==> config.mk <==
export PLATFORM = sky130hd
export DESIGN_NAME = axi_sram_slave_flat
export DESIGN_NICKNAME = d
export VERILOG_FILES = /design/src/rtl/axi_sram_slave_pkg.sv /design/src/rtl/axi_sram_slave_if.sv /design/src/rtl/axi_burst_addr_gen.sv /design/src/rtl/axi_sram_slave.sv /design/src/flat_wrapper.sv
export SDC_FILE = /design/constraint.sdc
export NUM_CORES = 1
export LEC_CHECK = 0
export CAP_MARGIN = 20
export CORE_MARGIN = 2
export CORE_UTILIZATION = 34
export DETAILED_ROUTE_END_ITERATION = 10
export GPL_ROUTABILITY_DRIVEN = 0
export GPL_TIMING_DRIVEN = 0
export HOLD_SLACK_MARGIN = 0.08
export PLACE_DENSITY = 0.78
export SETUP_SLACK_MARGIN = 0.15
export SYNTH_ARGS = -nofsm -noshare
export SYNTH_HDL_FRONTEND = slang
export SYNTH_SLANG_ARGS = --single-unit
==> constraint.sdc <==
create_clock -name clk -period 2.51 [get_ports clk]
set_input_delay 0.753 -clock clk [delete_from_list [all_inputs] [get_ports clk]]
set_output_delay 0.753 -clock clk [all_outputs]
set_load 0.005 [all_outputs]
==> src/rtl/axi_sram_slave_pkg.sv <==
// Shared constants for the AXI3 SRAM slave: burst codes, response codes,
// FSM state encodings and the per-beat address step helper.
package axi_sram_slave_pkg;

    localparam logic [1:0] BURST_FIXED = 2'b00;
    localparam logic [1:0] BURST_INCR  = 2'b01;

    localparam logic [1:0] RESP_OKAY   = 2'b00;
    localparam logic [1:0] RESP_SLVERR = 2'b10;

    // IDLE is all-zero so the debug state reads 0 in reset like every other output.
    localparam logic [2:0] ST_IDLE    = 3'd0;
    localparam logic [2:0] ST_RD_REQ  = 3'd1;
    localparam logic [2:0] ST_RD_LAT  = 3'd2;
    localparam logic [2:0] ST_RD_RESP = 3'd3;
    localparam logic [2:0] ST_WR_DATA = 3'd4;
    localparam logic [2:0] ST_WR_RESP = 3'd5;

    // Bytes per beat; sizes wider than the 32-bit bus are clamped to 4 bytes.
    function automatic logic [31:0] beat_step(input logic [2:0] size);
        beat_step = (size > 3'd2) ? 32'd4 : (32'd1 << size);
    endfunction

endpackage

==> src/rtl/axi_sram_slave_if.sv <==
// AXI3 32-bit channel bundle between an AXI master and the SRAM slave.
// Handshake rule on every channel: a transfer happens on the rising clock
// edge where both valid and ready are high; once valid is raised the source
// holds it and its payload unchanged until that edge, and valid never
// depends combinationally on ready.
interface axi_sram_slave_if;

    logic [3:0]  arid;
    logic [31:0] araddr;
    logic [7:0]  arlen;
    logic [2:0]  arsize;
    logic [1:0]  arburst;
    logic        arvalid;
    logic        arready;

    logic [3:0]  rid;
    logic [31:0] rdata;
    logic [1:0]  rresp;
    logic        rlast;
    logic        rvalid;
    logic        rready;

    logic [3:0]  awid;
    logic [31:0] awaddr;
    logic [7:0]  awlen;
    logic [2:0]  awsize;
    logic [1:0]  awburst;
    logic        awvalid;
    logic        awready;

    logic [3:0]  wid;
    logic [31:0] wdata;
    logic [3:0]  wstrb;
    logic        wlast;
    logic        wvalid;
    logic        wready;

    logic [3:0]  bid;
    logic [1:0]  bresp;
    logic        bvalid;
    logic        bready;

    modport slave (
        input  arid, araddr, arlen, arsize, arburst, arvalid,
        output arready,
        output rid, rdata, rresp, rlast, rvalid,
        input  rready,
        input  awid, awaddr, awlen, awsize, awburst, awvalid,
        output awready,
        input  wid, wdata, wstrb, wlast, wvalid,
        output wready,
        output bid, bresp, bvalid,
        input  bready
    );

    modport master (
        output arid, araddr, arlen, arsize, arburst, arvalid,
        input  arready,
        input  rid, rdata, rresp, rlast, rvalid,
        output rready,
        output awid, awaddr, awlen, awsize, awburst, awvalid,
        input  awready,
        output wid, wdata, wstrb, wlast, wvalid,
        input  wready,
        input  bid, bresp, bvalid,
        output bready
    );

endinterface

==> src/rtl/axi_burst_addr_gen.sv <==
// Next-beat byte address for FIXED/INCR bursts; shared by read and write paths.
// Any burst code other than FIXED advances like INCR, wrapping at 32 bits.
module axi_burst_addr_gen
    import axi_sram_slave_pkg::*;
(
    input  logic [31:0] addr,
    input  logic [2:0]  size,
    input  logic [1:0]  burst,
    output logic [31:0] next_addr
);

    assign next_addr = (burst == BURST_FIXED) ? addr : addr + beat_step(size);

endmodule

==> src/rtl/axi_sram_slave.sv <==
// AXI3 slave serving one transaction at a time from a 1-cycle-latency
// single-port SRAM. Writes win over a simultaneous read request so a read
// queued behind a write always observes the written data.
module axi_sram_slave
    import axi_sram_slave_pkg::*;
#(
    parameter int ADDR_WIDTH = 16
) (
    input  logic                  clk,
    input  logic                  resetn,
    axi_sram_slave_if.slave       bus,
    output logic                  ram_en,
    output logic [3:0]            ram_we,
    output logic [ADDR_WIDTH-1:0] ram_addr,
    output logic [31:0]           ram_wdata,
    input  logic [31:0]           ram_rdata,
    output logic [2:0]            dbg_state
);

    logic [2:0]  state_q, state_d;
    logic        run_q;
    logic [3:0]  id_q, id_d;
    logic [31:0] addr_q, addr_d;
    logic [3:0]  len_q, len_d;
    logic [2:0]  size_q, size_d;
    logic [1:0]  burst_q, burst_d;
    logic [3:0]  beat_cnt_q, beat_cnt_d;
    logic [31:0] rdata_q, rdata_d;
    logic        err_q, err_d;

    logic [31:0] addr_next;
    logic        last_beat;
    logic        wr_beat;
    logic        in_idle;
    logic        in_rd_resp;
    logic        in_wr_resp;
    logic        unused_bits;

    axi_burst_addr_gen u_addr_gen (
        .addr      (addr_q),
        .size      (size_q),
        .burst     (burst_q),
        .next_addr (addr_next)
    );

    // wid and the upper length bits carry no meaning for a 16-beat, in-order slave.
    assign unused_bits = ^{bus.wid, bus.arlen[7:4], bus.awlen[7:4]};

    assign last_beat  = (beat_cnt_q == len_q);
    assign in_idle    = (state_q == ST_IDLE);
    assign in_rd_resp = (state_q == ST_RD_RESP);
    assign in_wr_resp = (state_q == ST_WR_RESP);
    assign wr_beat    = (state_q == ST_WR_DATA) && bus.wvalid;

    // Channel outputs are decoded from registered state; only arready looks at awvalid.
    assign bus.awready = in_idle && run_q;
    assign bus.arready = in_idle && run_q && !bus.awvalid;
    assign bus.wready  = (state_q == ST_WR_DATA);
    assign bus.rvalid  = in_rd_resp;
    assign bus.rlast   = in_rd_resp && last_beat;
    assign bus.rid     = id_q;
    assign bus.rdata   = rdata_q;
    assign bus.rresp   = RESP_OKAY;
    assign bus.bvalid  = in_wr_resp;
    assign bus.bid     = id_q;
    assign bus.bresp   = (in_wr_resp && err_q) ? RESP_SLVERR : RESP_OKAY;

    // SRAM port: reads issue from RD_REQ, writes go out in the same cycle as the W beat.
    assign ram_en    = (state_q == ST_RD_REQ) || wr_beat;
    assign ram_we    = wr_beat ? bus.wstrb : 4'h0;
    assign ram_addr  = addr_q[ADDR_WIDTH+1:2];
    assign ram_wdata = wr_beat ? bus.wdata : 32'h0;
    assign dbg_state = state_q;

    // Transaction FSM and the per-transaction context registers.
    always_comb begin
        state_d    = state_q;
        id_d       = id_q;
        addr_d     = addr_q;
        len_d      = len_q;
        size_d     = size_q;
        burst_d    = burst_q;
        beat_cnt_d = beat_cnt_q;
        rdata_d    = rdata_q;
        err_d      = err_q;
        case (state_q)
            ST_IDLE: begin
                if (run_q && bus.awvalid) begin
                    id_d       = bus.awid;
                    addr_d     = bus.awaddr;
                    len_d      = bus.awlen[3:0];
                    size_d     = bus.awsize;
                    burst_d    = bus.awburst;
                    beat_cnt_d = 4'd0;
                    state_d    = ST_WR_DATA;
                end else if (run_q && bus.arvalid) begin
                    id_d       = bus.arid;
                    addr_d     = bus.araddr;
                    len_d      = bus.arlen[3:0];
                    size_d     = bus.arsize;
                    burst_d    = bus.arburst;
                    beat_cnt_d = 4'd0;
                    state_d    = ST_RD_REQ;
                end
            end
            ST_RD_REQ: state_d = ST_RD_LAT;
            ST_RD_LAT: begin
                rdata_d = ram_rdata;
                state_d = ST_RD_RESP;
            end
            ST_RD_RESP: begin
                if (bus.rready) begin
                    if (last_beat) begin
                        state_d = ST_IDLE;
                    end else begin
                        addr_d     = addr_next;
                        beat_cnt_d = beat_cnt_q + 4'd1;
                        state_d    = ST_RD_REQ;
                    end
                end
            end
            ST_WR_DATA: begin
                if (bus.wvalid) begin
                    addr_d     = addr_next;
                    beat_cnt_d = beat_cnt_q + 4'd1;
                    // The beat count ends the burst; a misplaced wlast is only reported.
                    if (bus.wlast != last_beat) begin
                        err_d = 1'b1;
                    end
                    if (last_beat) begin
                        state_d = ST_WR_RESP;
                    end
                end
            end
            ST_WR_RESP: begin
                if (bus.bready) begin
                    err_d   = 1'b0;
                    state_d = ST_IDLE;
                end
            end
            default: state_d = ST_IDLE;
        endcase
    end

    // State and context flops; run_q keeps the address channels closed for one cycle after reset.
    always_ff @(posedge clk or negedge resetn) begin
        if (!resetn) begin
            state_q    <= ST_IDLE;
            run_q      <= 1'b0;
            id_q       <= 4'd0;
            addr_q     <= 32'd0;
            len_q      <= 4'd0;
            size_q     <= 3'd0;
            burst_q    <= 2'd0;
            beat_cnt_q <= 4'd0;
            rdata_q    <= 32'd0;
            err_q      <= 1'b0;
        end else begin
            state_q    <= state_d;
            run_q      <= 1'b1;
            id_q       <= id_d;
            addr_q     <= addr_d;
            len_q      <= len_d;
            size_q     <= size_d;
            burst_q    <= burst_d;
            beat_cnt_q <= beat_cnt_d;
            rdata_q    <= rdata_d;
            err_q      <= err_d;
        end
    end

endmodule

==> src/flat_wrapper.sv <==
// flat-port wrapper written by rule: the top's interface ports become plain ports
module axi_sram_slave_flat import axi_sram_slave_pkg::*;
#(
    parameter int ADDR_WIDTH = 16
)
  (clk, resetn, ram_en, ram_we, ram_addr, ram_wdata, ram_rdata, dbg_state, bus_arid, bus_araddr, bus_arlen, bus_arsize, bus_arburst, bus_arvalid, bus_arready, bus_rid, bus_rdata, bus_rresp, bus_rlast, bus_rvalid, bus_rready, bus_awid, bus_awaddr, bus_awlen, bus_awsize, bus_awburst, bus_awvalid, bus_awready, bus_wid, bus_wdata, bus_wstrb, bus_wlast, bus_wvalid, bus_wready, bus_bid, bus_bresp, bus_bvalid, bus_bready);
  axi_sram_slave_if bus_i ();
  input  logic clk;
  input  logic resetn;
  output logic ram_en;
  output logic [3:0] ram_we;
  output logic [ADDR_WIDTH-1:0] ram_addr;
  output logic [31:0] ram_wdata;
  input  logic [31:0] ram_rdata;
  output logic [2:0] dbg_state;
  input wire logic [$bits(bus_i.arid)-1:0] bus_arid;
  input wire logic [$bits(bus_i.araddr)-1:0] bus_araddr;
  input wire logic [$bits(bus_i.arlen)-1:0] bus_arlen;
  input wire logic [$bits(bus_i.arsize)-1:0] bus_arsize;
  input wire logic [$bits(bus_i.arburst)-1:0] bus_arburst;
  input wire logic [$bits(bus_i.arvalid)-1:0] bus_arvalid;
  output wire logic [$bits(bus_i.arready)-1:0] bus_arready;
  output wire logic [$bits(bus_i.rid)-1:0] bus_rid;
  output wire logic [$bits(bus_i.rdata)-1:0] bus_rdata;
  output wire logic [$bits(bus_i.rresp)-1:0] bus_rresp;
  output wire logic [$bits(bus_i.rlast)-1:0] bus_rlast;
  output wire logic [$bits(bus_i.rvalid)-1:0] bus_rvalid;
  input wire logic [$bits(bus_i.rready)-1:0] bus_rready;
  input wire logic [$bits(bus_i.awid)-1:0] bus_awid;
  input wire logic [$bits(bus_i.awaddr)-1:0] bus_awaddr;
  input wire logic [$bits(bus_i.awlen)-1:0] bus_awlen;
  input wire logic [$bits(bus_i.awsize)-1:0] bus_awsize;
  input wire logic [$bits(bus_i.awburst)-1:0] bus_awburst;
  input wire logic [$bits(bus_i.awvalid)-1:0] bus_awvalid;
  output wire logic [$bits(bus_i.awready)-1:0] bus_awready;
  input wire logic [$bits(bus_i.wid)-1:0] bus_wid;
  input wire logic [$bits(bus_i.wdata)-1:0] bus_wdata;
  input wire logic [$bits(bus_i.wstrb)-1:0] bus_wstrb;
  input wire logic [$bits(bus_i.wlast)-1:0] bus_wlast;
  input wire logic [$bits(bus_i.wvalid)-1:0] bus_wvalid;
  output wire logic [$bits(bus_i.wready)-1:0] bus_wready;
  output wire logic [$bits(bus_i.bid)-1:0] bus_bid;
  output wire logic [$bits(bus_i.bresp)-1:0] bus_bresp;
  output wire logic [$bits(bus_i.bvalid)-1:0] bus_bvalid;
  input wire logic [$bits(bus_i.bready)-1:0] bus_bready;
  assign bus_i.arid = bus_arid;
  assign bus_i.araddr = bus_araddr;
  assign bus_i.arlen = bus_arlen;
  assign bus_i.arsize = bus_arsize;
  assign bus_i.arburst = bus_arburst;
  assign bus_i.arvalid = bus_arvalid;
  assign bus_arready = bus_i.arready;
  assign bus_rid = bus_i.rid;
  assign bus_rdata = bus_i.rdata;
  assign bus_rresp = bus_i.rresp;
  assign bus_rlast = bus_i.rlast;
  assign bus_rvalid = bus_i.rvalid;
  assign bus_i.rready = bus_rready;
  assign bus_i.awid = bus_awid;
  assign bus_i.awaddr = bus_awaddr;
  assign bus_i.awlen = bus_awlen;
  assign bus_i.awsize = bus_awsize;
  assign bus_i.awburst = bus_awburst;
  assign bus_i.awvalid = bus_awvalid;
  assign bus_awready = bus_i.awready;
  assign bus_i.wid = bus_wid;
  assign bus_i.wdata = bus_wdata;
  assign bus_i.wstrb = bus_wstrb;
  assign bus_i.wlast = bus_wlast;
  assign bus_i.wvalid = bus_wvalid;
  assign bus_wready = bus_i.wready;
  assign bus_bid = bus_i.bid;
  assign bus_bresp = bus_i.bresp;
  assign bus_bvalid = bus_i.bvalid;
  assign bus_i.bready = bus_bready;
  axi_sram_slave #(.ADDR_WIDTH(ADDR_WIDTH)) u_core (.clk(clk), .resetn(resetn), .bus(bus_i), .ram_en(ram_en), .ram_we(ram_we), .ram_addr(ram_addr), .ram_wdata(ram_wdata), .ram_rdata(ram_rdata), .dbg_state(dbg_state));
endmodule
# --- Word level (Yosys, flattened, before mapping) ---
# Index checks and enable logic that the tools add are counted.
# W data, S select, Z words.
totals:
  regBits: 86
  latchBits: 0
  ram_bits: 0
  rom_bits: 0
  inputBits: 178
  out_inout_bits: 106
  wordCells: 83
  memories: 0
classes:
  addsub: 2
  multipliers: 0
  n_div: 0
  magnitude_cmp: 1
  eq_ne: 14
  shifts: 1
  n_mux: 37
  bitwise_logic: 0
  n_reduce_logical: 18
ops:
  columns: ["op", "n"]
  rows:
  - ["$mux W32", 8]
  - ["$pmux W32 S3", 1]
  - ["$mux W4", 10]
  - ["$add A32 B32 Y32", 1]
  - ["$shl A1 B3 Y32 const A", 1]
  - ["$mux W3", 8]
  - ["$pmux W3 S6", 1]
  - ["$pmux W4 S3", 1]
  - ["$reduce_and A5 Y1", 2]
  - ["$ne A2 B2 Y1 const B", 4]
  - ["$logic_and A1 B1 Y1", 7]
  - ["$eq A3 B2 Y1 const B", 2]
  - ["$eq A3 B3 Y1 const B", 2]
  - ["$mux W2", 3]
  - ["$add A4 B1 Y4 const B", 1]
  - ["$eq A4 B4 Y1", 1]
  - ["$mux W1", 4]
  - ["$ne A2 B1 Y1 const B", 2]
  - ["$reduce_and A4 Y1", 1]
  - ["$reduce_bool A2 Y1", 2]
  - ["$eq A3 B1 Y1 const B", 1]
  - ["$gt A3 B2 Y1 const B", 1]
  - ["$logic_not A3 Y1", 1]
  - ["$ne A3 B3 Y1 const B", 1]
  - ["7 further kinds", 7]

# --- Longest topological paths before layout ---
# Gate-level depths: netlist (run 1).
logic_depth:
  ltp_word: 7
  mapped_depth: 11
  depth_no_buf: 11

# --- By module ---
# A second synthesis (run 1) with hierarchy kept.
hier_totals:
  hier_cells: 612
  hier_area_um2: 5625.4
by_module_without_submodules:
  columns: ["module", "n_inst", "cells_per_inst", "area_each_um2", "seq_area_each_um2"]
  rows:
  - ["axi_sram_slave", 1, 478, 4710.8, 2152.1]
  - ["axi_burst_addr_gen", 1, 134, 914.6, 0.0]

# --- Worst setup path before layout (run 1) ---
# No wires, ideal clock.
synth_timing:
  path_kind: "register -> register"
  from: "register u_core.size_q[1]"
  to: "register u_core.addr_q[6]"
  setup_time_ns: 0.125
  t_arrival_ns: 2.309
  t_required_ns: 2.385
  setup_slack_ns: 0.075
  path_stages_with_launch: 12
  path_buffers: 0
  synth_period_minus_slack_ns: 2.435
  path_cell_list: "dfrtp_1 -> nor2_1 -> inv_1 -> nor2_1 -> ha_1 -> inv_1 -> fa_1 -> nand2b_1 -> a211oi_1 -> o21ai_0 -> a31o_2 -> mux2_4"
synth_via:
  elab_chain_cells: 7
  word_cells_on_any_way: 9
  cone_classes: "add/sub: 1; order compare: 1; shift: 1; mux: 6"
synth_rtl:
  columns: ["item", "line_no", "source"]
  rows:
  - ["from (decl)", "axi_sram_slave.sv:25", "logic [2:0] size_q, size_d;"]
  - ["from (signal assigned)", "axi_sram_slave.sv:164", "size_q <= size_d;"]
  - ["$gt A3 B2 Y1 / $shl A1 B3 Y32 (equally long branches)", "axi_sram_slave_pkg.sv:21", "beat_step = (size > 3'd2) ? 32'd4 : (32'd1 << size);"]
  - ["$mux W32 *", "axi_sram_slave_pkg.sv:21", null]
  - ["$add A32 B32 Y32 *", "axi_burst_addr_gen.sv:12", "assign next_addr = (burst == BURST_FIXED) ? addr : addr + beat_step(size);"]
  - ["$mux W32 *", "axi_burst_addr_gen.sv:12", null]
  - ["$mux W32", "axi_sram_slave.sv:113", "if (last_beat) begin"]
  - ["$mux W32", "axi_sram_slave.sv:112", "if (bus.rready) begin"]
  - ["$pmux W32 S3 *", "axi_sram_slave.sv:86", "case (state_q)"]
  - ["to (signal assigned)", "axi_sram_slave.sv:162", "addr_q <= addr_d;"]
  - ["to (decl)", "axi_sram_slave.sv:23", "logic [31:0] addr_q, addr_d;"]
# Mark *: on every way between the ends. The rest lies on a longest branch, timed or not. The select of a mux whose other input is x is not followed.
# A chain may end at the register's enable or synchronous reset.

# --- Worst setup path in the final report (run 1) ---
layout_timing:
  from: "register u_core.size_q[1]"
  to: "register u_core.addr_q[12]"
# Same word-level chain as after synthesis.

==> report_table.html, run 1 <==
<table>
<tr><th>Metric</th><th>Value</th></tr>
<tr><th colspan="2">Clock network</th></tr>
<tr><td>Worst-case clock buffer depth</td><td>2</td></tr>
<tr><td>TritonCTS clock tree</td><td>yes</td></tr>
<tr><td>Number of clock buffers inserted by TritonCTS</td><td>9</td></tr>
<tr><td>Num Clock Sinks</td><td>~70</td></tr>
<tr><td>Skew-Pair Late Insertion Delay</td><td>0.33 ns</td></tr>
<tr><td>Clock input transition at the sequential cells of the worst setup and hold paths</td><td>around 0.06 ns</td></tr>
<tr><td>H-tree levels</td><td>3</td></tr>
<tr><td>Cell chosen for the clock root</td><td>clkbuf_16</td></tr>
<tr><th colspan="2">Pwr</th></tr>
<tr><td>Switching part of the total</td><td>37.1%</td></tr>
<tr><td>Leakage</td><td>between 0.003 and 0.004 uW</td></tr>
<tr><td>Internal</td><td>5700 uW</td></tr>
<tr><td>Portion of total power attributed to sequential cells</td><td>roughly 25%</td></tr>
<tr><td>Sw Pwr</td><td>around 3400 uW</td></tr>
<tr><td>Maximum vdd drop</td><td>roughly 0.73 mV</td></tr>
<tr><td>Cell Pwr Density</td><td>roughly 1100 mW/mm^2</td></tr>
<tr><td>Fraction of power consumed by the clock network</td><td>between 10% and 20%</td></tr>
<tr><td>Combinational share of power</td><td>59.5%</td></tr>
<tr><th colspan="2">Floorplan</th></tr>
<tr><td>Die outline area</td><td>roughly 0.014 sq mm</td></tr>
<tr><td>Initial core utilization</td><td>between 30% and 40%</td></tr>
<tr><td>X dimension of the die</td><td>120 um</td></tr>
<tr><td>Rows</td><td>42</td></tr>
<tr><td>Die height</td><td>approximately 120 um</td></tr>
<tr><td>Number of primary I/O pins</td><td>284</td></tr>
<tr><td>Placeable core region</td><td>~0.013 sq mm</td></tr>
<tr><th colspan="2">Logic synthesis</th></tr>
<tr><td>Most used DFF post-synth</td><td>dfrtp_1</td></tr>
<tr><td>Share of synthesized area occupied by flip-flops and latches</td><td>a little under 40%</td></tr>
<tr><td>Total number of yosys warnings</td><td>0</td></tr>
<tr><td>Number of synthesized flops with an enable pin</td><td>0</td></tr>
<tr><td>Main combinational cell family by area after synthesis</td><td>simple AND/OR/NAND/NOR gates</td></tr>
<tr><td>Synth Instances</td><td>slightly below 500</td></tr>
<tr><td>Yosys reg bits</td><td>roughly 70</td></tr>
<tr><td>Syn Std Cell Area</td><td>approximately 0.0045 sq mm</td></tr>
<tr><td>Area fraction of the dominant cell type after synthesis</td><td>about two fifths</td></tr>
<tr><td>Mean instance size in the synthesized netlist</td><td>9.22 sq um</td></tr>
<tr><td>Ranking of synthesized cells by area</td><td>dfrtp_1 (40%), mux2_2 (8.9%), nand2_1 (6.4%)</td></tr>
<tr><td>Synth Area in XOR/XNOR</td><td>roughly 1.5%</td></tr>
<tr><td>Leading area contributor after synthesis</td><td>dfrtp_1</td></tr>
<tr><td>Share of synthesized cell area in and, or, nand and nor gates</td><td>about a fifth</td></tr>
<tr><td>Multiplexer fraction of the synthesized cell area</td><td>9.80%</td></tr>
<tr><td>Synth Area in Compound Gates</td><td>roughly 17%</td></tr>
<tr><td>Post-synth cell types</td><td>61</td></tr>
<tr><td>Async S/R FF share, synth</td><td>100%</td></tr>
<tr><td>Fraction of the mapped netlist area in adder cells</td><td>2.92%</td></tr>
<tr><th colspan="2">Setup path</th></tr>
<tr><td>Startpoint Class</td><td>flop</td></tr>
<tr><td>Type of destination of the critical path</td><td>flop</td></tr>
<tr><td>Critical path, cell by cell</td><td>nor2_4 -&gt; inv_2 -&gt; nor2_2 -&gt; ha_2 -&gt; inv_2 -&gt; fa_2 -&gt; nand2b_4 -&gt; a211oi_4 -&gt; buf_6 -&gt; o31ai_4 -&gt; o41ai_2 -&gt; a211oi_2</td></tr>
<tr><td>Critical path peak fanout</td><td>5</td></tr>
<tr><td>Classification of the worst setup path</td><td>reg -&gt; reg</td></tr>
<tr><td>CP peak stage delay</td><td>0.41 ns</td></tr>
<tr><td>CP arrival</td><td>approximately 2.7 ns</td></tr>
<tr><td>WP data required</td><td>approximately 2.7 ns</td></tr>
<tr><td>Dominant cell type by count on the critical path</td><td>inv_2</td></tr>
<tr><td>Cell with the biggest individual delay on the critical path</td><td>dfrtp_1</td></tr>
<tr><th colspan="2">Detailed routing</th></tr>
<tr><td>First-pass iteration count of the detailed router</td><td>5</td></tr>
<tr><td>Starting DRT DRC Count</td><td>450</td></tr>
<tr><td>Number of vias in the routed layout</td><td>between 4,000 and 5,000</td></tr>
<tr><td>Wire length per cell</td><td>about 17 um</td></tr>
<tr><td>Routed wire length</td><td>~17 mm</td></tr>
<tr><td>Vias per cell</td><td>approximately 5.1</td></tr>
<tr><td>Post-detailed-route count of antenna-violating nets</td><td>0</td></tr>
<tr><td>Post-route DRC</td><td>0</td></tr>
<tr><th colspan="2">Place</th></tr>
<tr><td># port buffers</td><td>between 200 and 250</td></tr>
<tr><td>HPWL Detailed</td><td>about 12 mm</td></tr>
<tr><td>Setup WS pre-CTS</td><td>-1.09 ns</td></tr>
<tr><th colspan="2">Timing</th></tr>
<tr><td>Number of pins with negative max-slew slack in the final report</td><td>0</td></tr>
<tr><td>Hold Vio Cnt, Final</td><td>0</td></tr>
<tr><td>Setup-violating endpoint count in the final report</td><td>0</td></tr>
<tr><td>Final worst-path cycle share</td><td>between 90 and 100%</td></tr>
<tr><td>Worst-Margin Slew</td><td>between 0.5 and 0.6 ns</td></tr>
<tr><td>Max Clock Skew</td><td>about 0.0081 ns</td></tr>
<tr><td>Hold Slack</td><td>~0.26 ns</td></tr>
<tr><td>Period minus WS final</td><td>2.48 ns</td></tr>
<tr><td>RSZ-0062 raised after global routing</td><td>yes</td></tr>
<tr><td>Final WS setup</td><td>approximately 0.033 ns</td></tr>
<tr><td>Achievable Freq</td><td>404 MHz</td></tr>
<tr><td>Relative slew slack</td><td>a little under two thirds</td></tr>
<tr><th colspan="2">Final layout</th></tr>
<tr><td>Highest-count cells in the layout ignoring fill and taps</td><td>clkdlybuf4s50_1 (194), nand2_1 (76), dfrtp_1 (70)</td></tr>
<tr><td>Fraction of layout cells with a size suffix above 1</td><td>between 30 and 40%</td></tr>
<tr><td>Sequential standard cell area</td><td>0.00180 sq mm</td></tr>
<tr><td>Multi-input gate area</td><td>around 0.0027 sq mm</td></tr>
<tr><td>Antenna Cells</td><td>0</td></tr>
<tr><td>Fillers</td><td>about 1,100</td></tr>
<tr><td>Final net count</td><td>981</td></tr>
<tr><td>P&amp;R area growth vs syn</td><td>83.0%</td></tr>
<tr><td>Commonest non-fill, non-tap cell in the layout</td><td>clkdlybuf4s50_1</td></tr>
<tr><th colspan="2">GRT</th></tr>
<tr><td>Number of antenna violations at the first check in global routing</td><td>0</td></tr>
<tr><td>Grt ovf</td><td>0</td></tr>
<tr><td>Largest net degree at the start of global routing</td><td>62</td></tr>
<tr><td>First-pass GRT wire length</td><td>about 26 mm</td></tr>
<tr><td>Aggregate global-route resource usage</td><td>a little under a quarter</td></tr>
<tr><td>Number of global-route vias before repair</td><td>5,149</td></tr>
<tr><th colspan="2">Job</th></tr>
<tr><td>Max-cap violation count</td><td>0</td></tr>
<tr><th colspan="2">Worst hold path</th></tr>
<tr><td>HP Class</td><td>in -&gt; async</td></tr>
<tr><th colspan="2">Status</th></tr>
<tr><td>Outcome</td><td>complete, no violations</td></tr>
</table>
Yosys cell counts (all sizes together), types with 2 or more instances:
library cell / instances
nand2: 78
dfrtp: 72
buf: 40
and2: 39
mux2: 38
a21oi: 32
nor2: 32
a31oi: 16
o21ai: 14
nand3: 12
clkbuf: 11
a211oi: 9
ha: 9
and3: 8
inv: 8
xnor2: 8
a21o: 7
o211ai: 6
o31ai: 5
o21a: 4
nand2b: 3
nand3b: 3
nor3: 3
nor4: 3
o311ai: 3
o41ai: 3
or3: 3
a2bb2oi: 2
conb: 2
nand4: 2
nor2b: 2
nor3b: 2
path summary, 6_finish.rpt:
check | startpoint | end | slack (ns) | depth (start not counted)
max | u_core.size_q[1] | u_core.addr_q[12] | 0.03 | 12
min | resetn | u_core.addr_q[6] | 0.26 | 1
max reg2reg | u_core.size_q[1] | u_core.addr_q[12] | 0.03 | 12
min reg2reg | u_core.bus.rdata[11] | u_core.bus.rdata[11] | 0.51 | 1
max in group asynchronous | resetn | u_core.dbg_state[1] | 1.64 | 2
min in group clk | u_core.bus.rdata[11] | u_core.bus.rdata[11] | 0.51 | 1
worst max-delay path: cells and delay by family (launching register included):
kind / cells / cell delay [ns]
AOI/OAI and AO/OA: 4 / 0.77
buffers and inverters: 3 / 0.25
adders and majority gates: 2 / 0.54
DFF: 1 / 0.41
and+or+nand+nor: 3 / 0.38
per-stage QoR:
step           cell area, sq um  std cells  util [%]  total power [uW]  TNS (ns)
2_1_floorplan              4570        500         -              4810         0
3_3_place_gp               7200        916      54.8              6610   -173.27
3_5_place_dp               7220        917      55.0              6800    -42.43
4_1_cts                    7960        959      60.6              8720   -0.0347
5_1_grt                    8310        974      63.3              9620    -0.157
6_report                   8310        974      63.3              9070         0
layer usage:
layer	vias to the layer above	share of wire, %	GRT usage, %
li1	2302	-	-
met1	2355	38	25.7
met2	228	51	40.9
met3	37	8.4	7.46
met4	0	2.7	8.75
met5	-	0	0
state kept, by name (all words and copies together), names as in the netlist:
signal             count
u_core.beat_cnt_q      4
u_core.burst_q         2
u_core.len_q           4
u_core.run_q           1
u_core.bus.bid         4
u_core.dbg_state       3
u_core.size_q          3
u_core.bus.rdata      32
u_core.addr_q         18
u_core.err_q           1
cell families after synthesis:
| family | after synthesis |
|---|---|
| adders and majority gates | 10 |
| buffers and inverters | 59 |
| and+or+nand+nor | 192 |
| AOI/OAI and AO/OA | 111 |
| xor gates and xnor gates | 8 |
| other | 2 |
| muxes | 39 |
| DFF | 72 |
power by group through the flow:
stage / Combinational, uW / Sequential [uW] / Clock [uW]
after floorplan: 2640 / 2170 / 0
after global placement: 4400 / 2210 / 0
after detailed placement: 4550 / 2250 / 0
after CTS: 5040 / 2230 / 1450
after global routing: 5790 / 2330 / 1500
final: 5390 / 2260 / 1420
repair_timing:
action	CTS	global route
setup buffers	22	14
pin swaps	31	42
hold buffers	0	0
gates cloned	4	1
setup endpoints to repair	63	63
resized for setup	248	79
final cells by class:
| cell class | instances | share of cell area [%] |
|---|---|---|
| plain buffers | 51 | 4.76 |
| clock buffers | 11 | 3.04 |
| clock inverters | 5 | 0.948 |
| inverters | 8 | 0.391 |
| multi-input cells | 370 | 32.6 |
| flip-flops and latches | 72 | 21.7 |
| well taps | 176 | 2.65 |
| repair buffers | 281 | 33.9 |
Power figures use the tool's default switching activity.
==> run 2, diff against run 1 <==
- CELL_PAD_IN_SITES_DETAIL_PLACEMENT: default -> 0
- CELL_PAD_IN_SITES_GLOBAL_PLACEMENT: default -> 1
- CORE_UTILIZATION: 34 -> 24
- PLACE_DENSITY: 0.78 -> default
- PLACE_DENSITY_LB_ADDON: default -> 0.1
==> run 2 against run 1 <==
- design area down 0.71%
- combinational power down 0.7%
- count of clock-buffer cells in the layout down 1
- power down 3.2%
- worst hold slack better by 0.11 ns
- routed wire length up 3.1%
- non-clock buffer count up 2
- register-to-register slack about the same
- sequential share of layout area up 0.17 points
- final cell count up 6.2%
- clock power down 15%
- flip-flop and latch count unchanged
==> report_table.html, run 2 (synthesis results as in run 1) <==
<table>
<tr><th>Metric</th><th>Value</th></tr>
<tr><th colspan="2">Pwr</th></tr>
<tr><td>Final Total Pwr</td><td>8780 uW (-3.2%)</td></tr>
<tr><td>Cell Pwr Density</td><td>1060 mW/mm^2 (-2.5%)</td></tr>
<tr><td>Leakage</td><td>0.00359 uW (-1.8%)</td></tr>
<tr><td>Maximum vdd drop</td><td>0.597 mV (-19%)</td></tr>
<tr><th colspan="2">Clock network</th></tr>
<tr><td>Cell chosen for the clock root</td><td>clkbuf_16</td></tr>
<tr><td>H-tree levels</td><td>3 (unchanged)</td></tr>
<tr><td>Cts hold-fix bufs</td><td>0 (unchanged)</td></tr>
<tr><td>Num Clock Sinks</td><td>72 (unchanged)</td></tr>
<tr><td>Skew-Pair Late Insertion Delay</td><td>0.34 ns (about the same)</td></tr>
<tr><td>Number of clock buffers inserted by TritonCTS</td><td>9 (unchanged)</td></tr>
<tr><td>Worst-case clock buffer depth</td><td>2 (unchanged)</td></tr>
<tr><td>Clock input transition at the sequential cells of the worst setup and hold paths</td><td>0.06 ns (about the same)</td></tr>
<tr><td>TritonCTS clock tree</td><td>yes</td></tr>
<tr><th colspan="2">Setup path</th></tr>
<tr><td>WP data required</td><td>2.73 ns (+0.02 ns)</td></tr>
<tr><td>Type of destination of the critical path</td><td>flop</td></tr>
<tr><td>Classification of the worst setup path</td><td>reg -&gt; reg</td></tr>
<tr><td>Critical path peak fanout</td><td>4 (-1)</td></tr>
<tr><td>Startpoint Class</td><td>flop</td></tr>
<tr><td>CP arrival</td><td>2.71 ns (+0.03 ns)</td></tr>
<tr><th colspan="2">Timing</th></tr>
<tr><td>Setup TNS after final layout</td><td>0 ns (unchanged)</td></tr>
<tr><td>Final WS setup</td><td>0.0207 ns (-0.0122 ns)</td></tr>
<tr><td>Hold Slack</td><td>0.378 ns (+0.114 ns)</td></tr>
<tr><td>RSZ-0062 raised after global routing</td><td>yes</td></tr>
<tr><td>Setup-violating endpoint count in the final report</td><td>0 (unchanged)</td></tr>
<tr><td>Relative slew slack</td><td>59.2% (-4.7 points)</td></tr>
<tr><td>Final worst-path cycle share</td><td>99.2% (+0.49 points)</td></tr>
<tr><td>Hold Vio Cnt, Final</td><td>0 (unchanged)</td></tr>
<tr><td>Max Clock Skew</td><td>0.00716 ns (-0.000894 ns)</td></tr>
<tr><td>Period minus WS final</td><td>2.49 ns (+0.0122 ns)</td></tr>
<tr><td>Achievable Freq</td><td>402 MHz (-0.49%)</td></tr>
<tr><td>Number of pins with negative max-slew slack in the final report</td><td>0 (unchanged)</td></tr>
<tr><td>Worst-Margin Slew</td><td>0.611 ns (+0.0711 ns)</td></tr>
<tr><th colspan="2">Detailed routing</th></tr>
<tr><td>Vias per cell</td><td>4.68 (-7.4%)</td></tr>
<tr><td>Starting DRT DRC Count</td><td>228 (-49%)</td></tr>
<tr><td>Post-detailed-route count of antenna-violating nets</td><td>0 (unchanged)</td></tr>
<tr><td>Routed wire length</td><td>17.5 mm (+3.1%)</td></tr>
<tr><td>Wire length per cell</td><td>17.0 um (-2.9%)</td></tr>
<tr><td>Number of vias in the routed layout</td><td>4,839 (-1.7%)</td></tr>
<tr><td>Post-route DRC</td><td>0 (unchanged)</td></tr>
<tr><td>First-pass iteration count of the detailed router</td><td>5 (unchanged)</td></tr>
<tr><th colspan="2">Final layout</th></tr>
<tr><td>Antenna Cells</td><td>0 (unchanged)</td></tr>
<tr><td>Fraction of layout cells with a size suffix above 1</td><td>34.0% (-0.085 points)</td></tr>
<tr><td>Fillers</td><td>1,828 (+73%)</td></tr>
<tr><td>Post-route non-filler standard cell count</td><td>1,034 (+6.2%)</td></tr>
<tr><td>Number of flip-flops in the largest register</td><td>32 (unchanged)</td></tr>
<tr><td>Highest-count cells in the layout ignoring fill and taps</td><td>clkdlybuf4s50_1 (194), nand2_1 (76), dfrtp_1 (69)</td></tr>
<tr><td>Final net count</td><td>983 (+0.20%)</td></tr>
<tr><td>P&amp;R area growth vs syn</td><td>81.7%</td></tr>
<tr><td>Commonest non-fill, non-tap cell in the layout</td><td>clkdlybuf4s50_1</td></tr>
<tr><th colspan="2">Floorplan</th></tr>
<tr><td>Initial core utilization</td><td>24.4% (-10 points)</td></tr>
<tr><td>Rows</td><td>50 (+19%)</td></tr>
<tr><td>Placeable core region</td><td>0.0186 sq mm (+42%)</td></tr>
<tr><td>Die height</td><td>142 um (+18%)</td></tr>
<tr><td>Die outline area</td><td>0.0200 sq mm (+40%)</td></tr>
<tr><td>X dimension of the die</td><td>142 um (+18%)</td></tr>
<tr><td>Number of primary I/O pins</td><td>284 (unchanged)</td></tr>
<tr><th colspan="2">Place</th></tr>
<tr><td>Setup WS pre-CTS</td><td>-1.14 ns (-0.0576 ns)</td></tr>
<tr><td>HPWL Detailed</td><td>12.8 mm (+6.9%)</td></tr>
<tr><td># port buffers</td><td>240 (unchanged)</td></tr>
<tr><td>Placed Cells incl. Taps</td><td>975 (+6.3%)</td></tr>
<tr><th colspan="2">GRT</th></tr>
<tr><td>Aggregate global-route resource usage</td><td>17.2% (-5.9 points)</td></tr>
<tr><td>Number of antenna violations at the first check in global routing</td><td>0 (unchanged)</td></tr>
<tr><td>First-pass GRT wire length</td><td>26.7 mm (+2.0%)</td></tr>
<tr><td>Grt ovf</td><td>0 (unchanged)</td></tr>
<tr><td>Number of global-route vias before repair</td><td>4,961 (-3.7%)</td></tr>
<tr><td>Largest net degree at the start of global routing</td><td>40 (-35%)</td></tr>
<tr><th colspan="2">Job</th></tr>
<tr><td>Max-cap violation count</td><td>0 (unchanged)</td></tr>
<tr><th colspan="2">Worst hold path</th></tr>
<tr><td>HP Class</td><td>in -&gt; async</td></tr>
<tr><th colspan="2">Status</th></tr>
<tr><td>Outcome</td><td>complete, no violations</td></tr>
</table>
run 2: power by group:
part	total [uW]	leakage (uW)	switching [uW]	internal, uW
combinational	5350	0.00261	2350	3000
clock	1200	0.000129	529	673
sequential	2230	0.000846	483	1750
run 2: worst max-delay path, cell delays in order (launching register included):
cell and delay, ns:
dfrtp_1 0.41, nor2_4 0.14, inv_2 0.05, nor2_2 0.09, ha_2 0.19, inv_2 0.04
fa_2 0.34, nand2b_4 0.17, a211oi_4 0.24, buf_6 0.17, o21ai_2 0.07, a31o_2 0.23
mux2_4 0.25
run 2: final cells by class:
cell class / instances / area (sq um) / area share [%]
multi-input cells: 370 / 2680 / 32.5
repair buffers: 283 / 2780 / 33.7
plain buffers: 51 / 392 / 4.74
clock buffers: 10 / 229 / 2.77
inverters: 8 / 32.5 / 0.394
clock inverters: 6 / 42.5 / 0.515
flip-flops and latches: 72 / 1810 / 21.9
well taps: 234 / 293 / 3.55
run 2: worst paths after layout:
| path | depth (start not counted) | slack [ns] | to | from |
|---|---|---|---|---|
| max in group asynchronous | 2 | 1.54 | u_core.beat_cnt_q[0] | resetn |
| worst max register to register | 12 | 0.02 | u_core.addr_q[6] | u_core.size_q[1] |
| worst min-delay path | 1 | 0.38 | u_core.addr_q[14] | resetn |
| worst max-delay path | 12 | 0.02 | u_core.addr_q[6] | u_core.size_q[1] |
| min in group clk | 1 | 0.51 | u_core.bus.rdata[25] | u_core.bus.rdata[25] |
| worst min register to register | 1 | 0.51 | u_core.bus.rdata[25] | u_core.bus.rdata[25] |
run 2: metrics by stage:
step                util (%)  instance area [sq um]
finish                  44.3                   8250
global route            44.3                   8250
floorplan                  -                   4570
global placement        39.0                   7270
detailed placement      39.1                   7290
CTS                     42.9                   7990
run 2: timing repair:
action / CTS / global route
buffers inserted: 29 / 12
resized for setup: 261 / 65
endpoints found under the setup margin: 65 / 63
cloned: 2 / 0
pin swaps: 43 / 21
run 2: layer usage:
| metal | wire (um) | up-vias | track usage, % |
|---|---|---|---|
| met5 | 0 | - | 0 |
| met4 | 401 | 0 | 5.11 |
| met3 | 1530 | 26 | 6.34 |
| met2 | 8610 | 203 | 29.2 |
| met1 | 7000 | 2297 | 20.4 |
| li1 | - | 2313 | - |
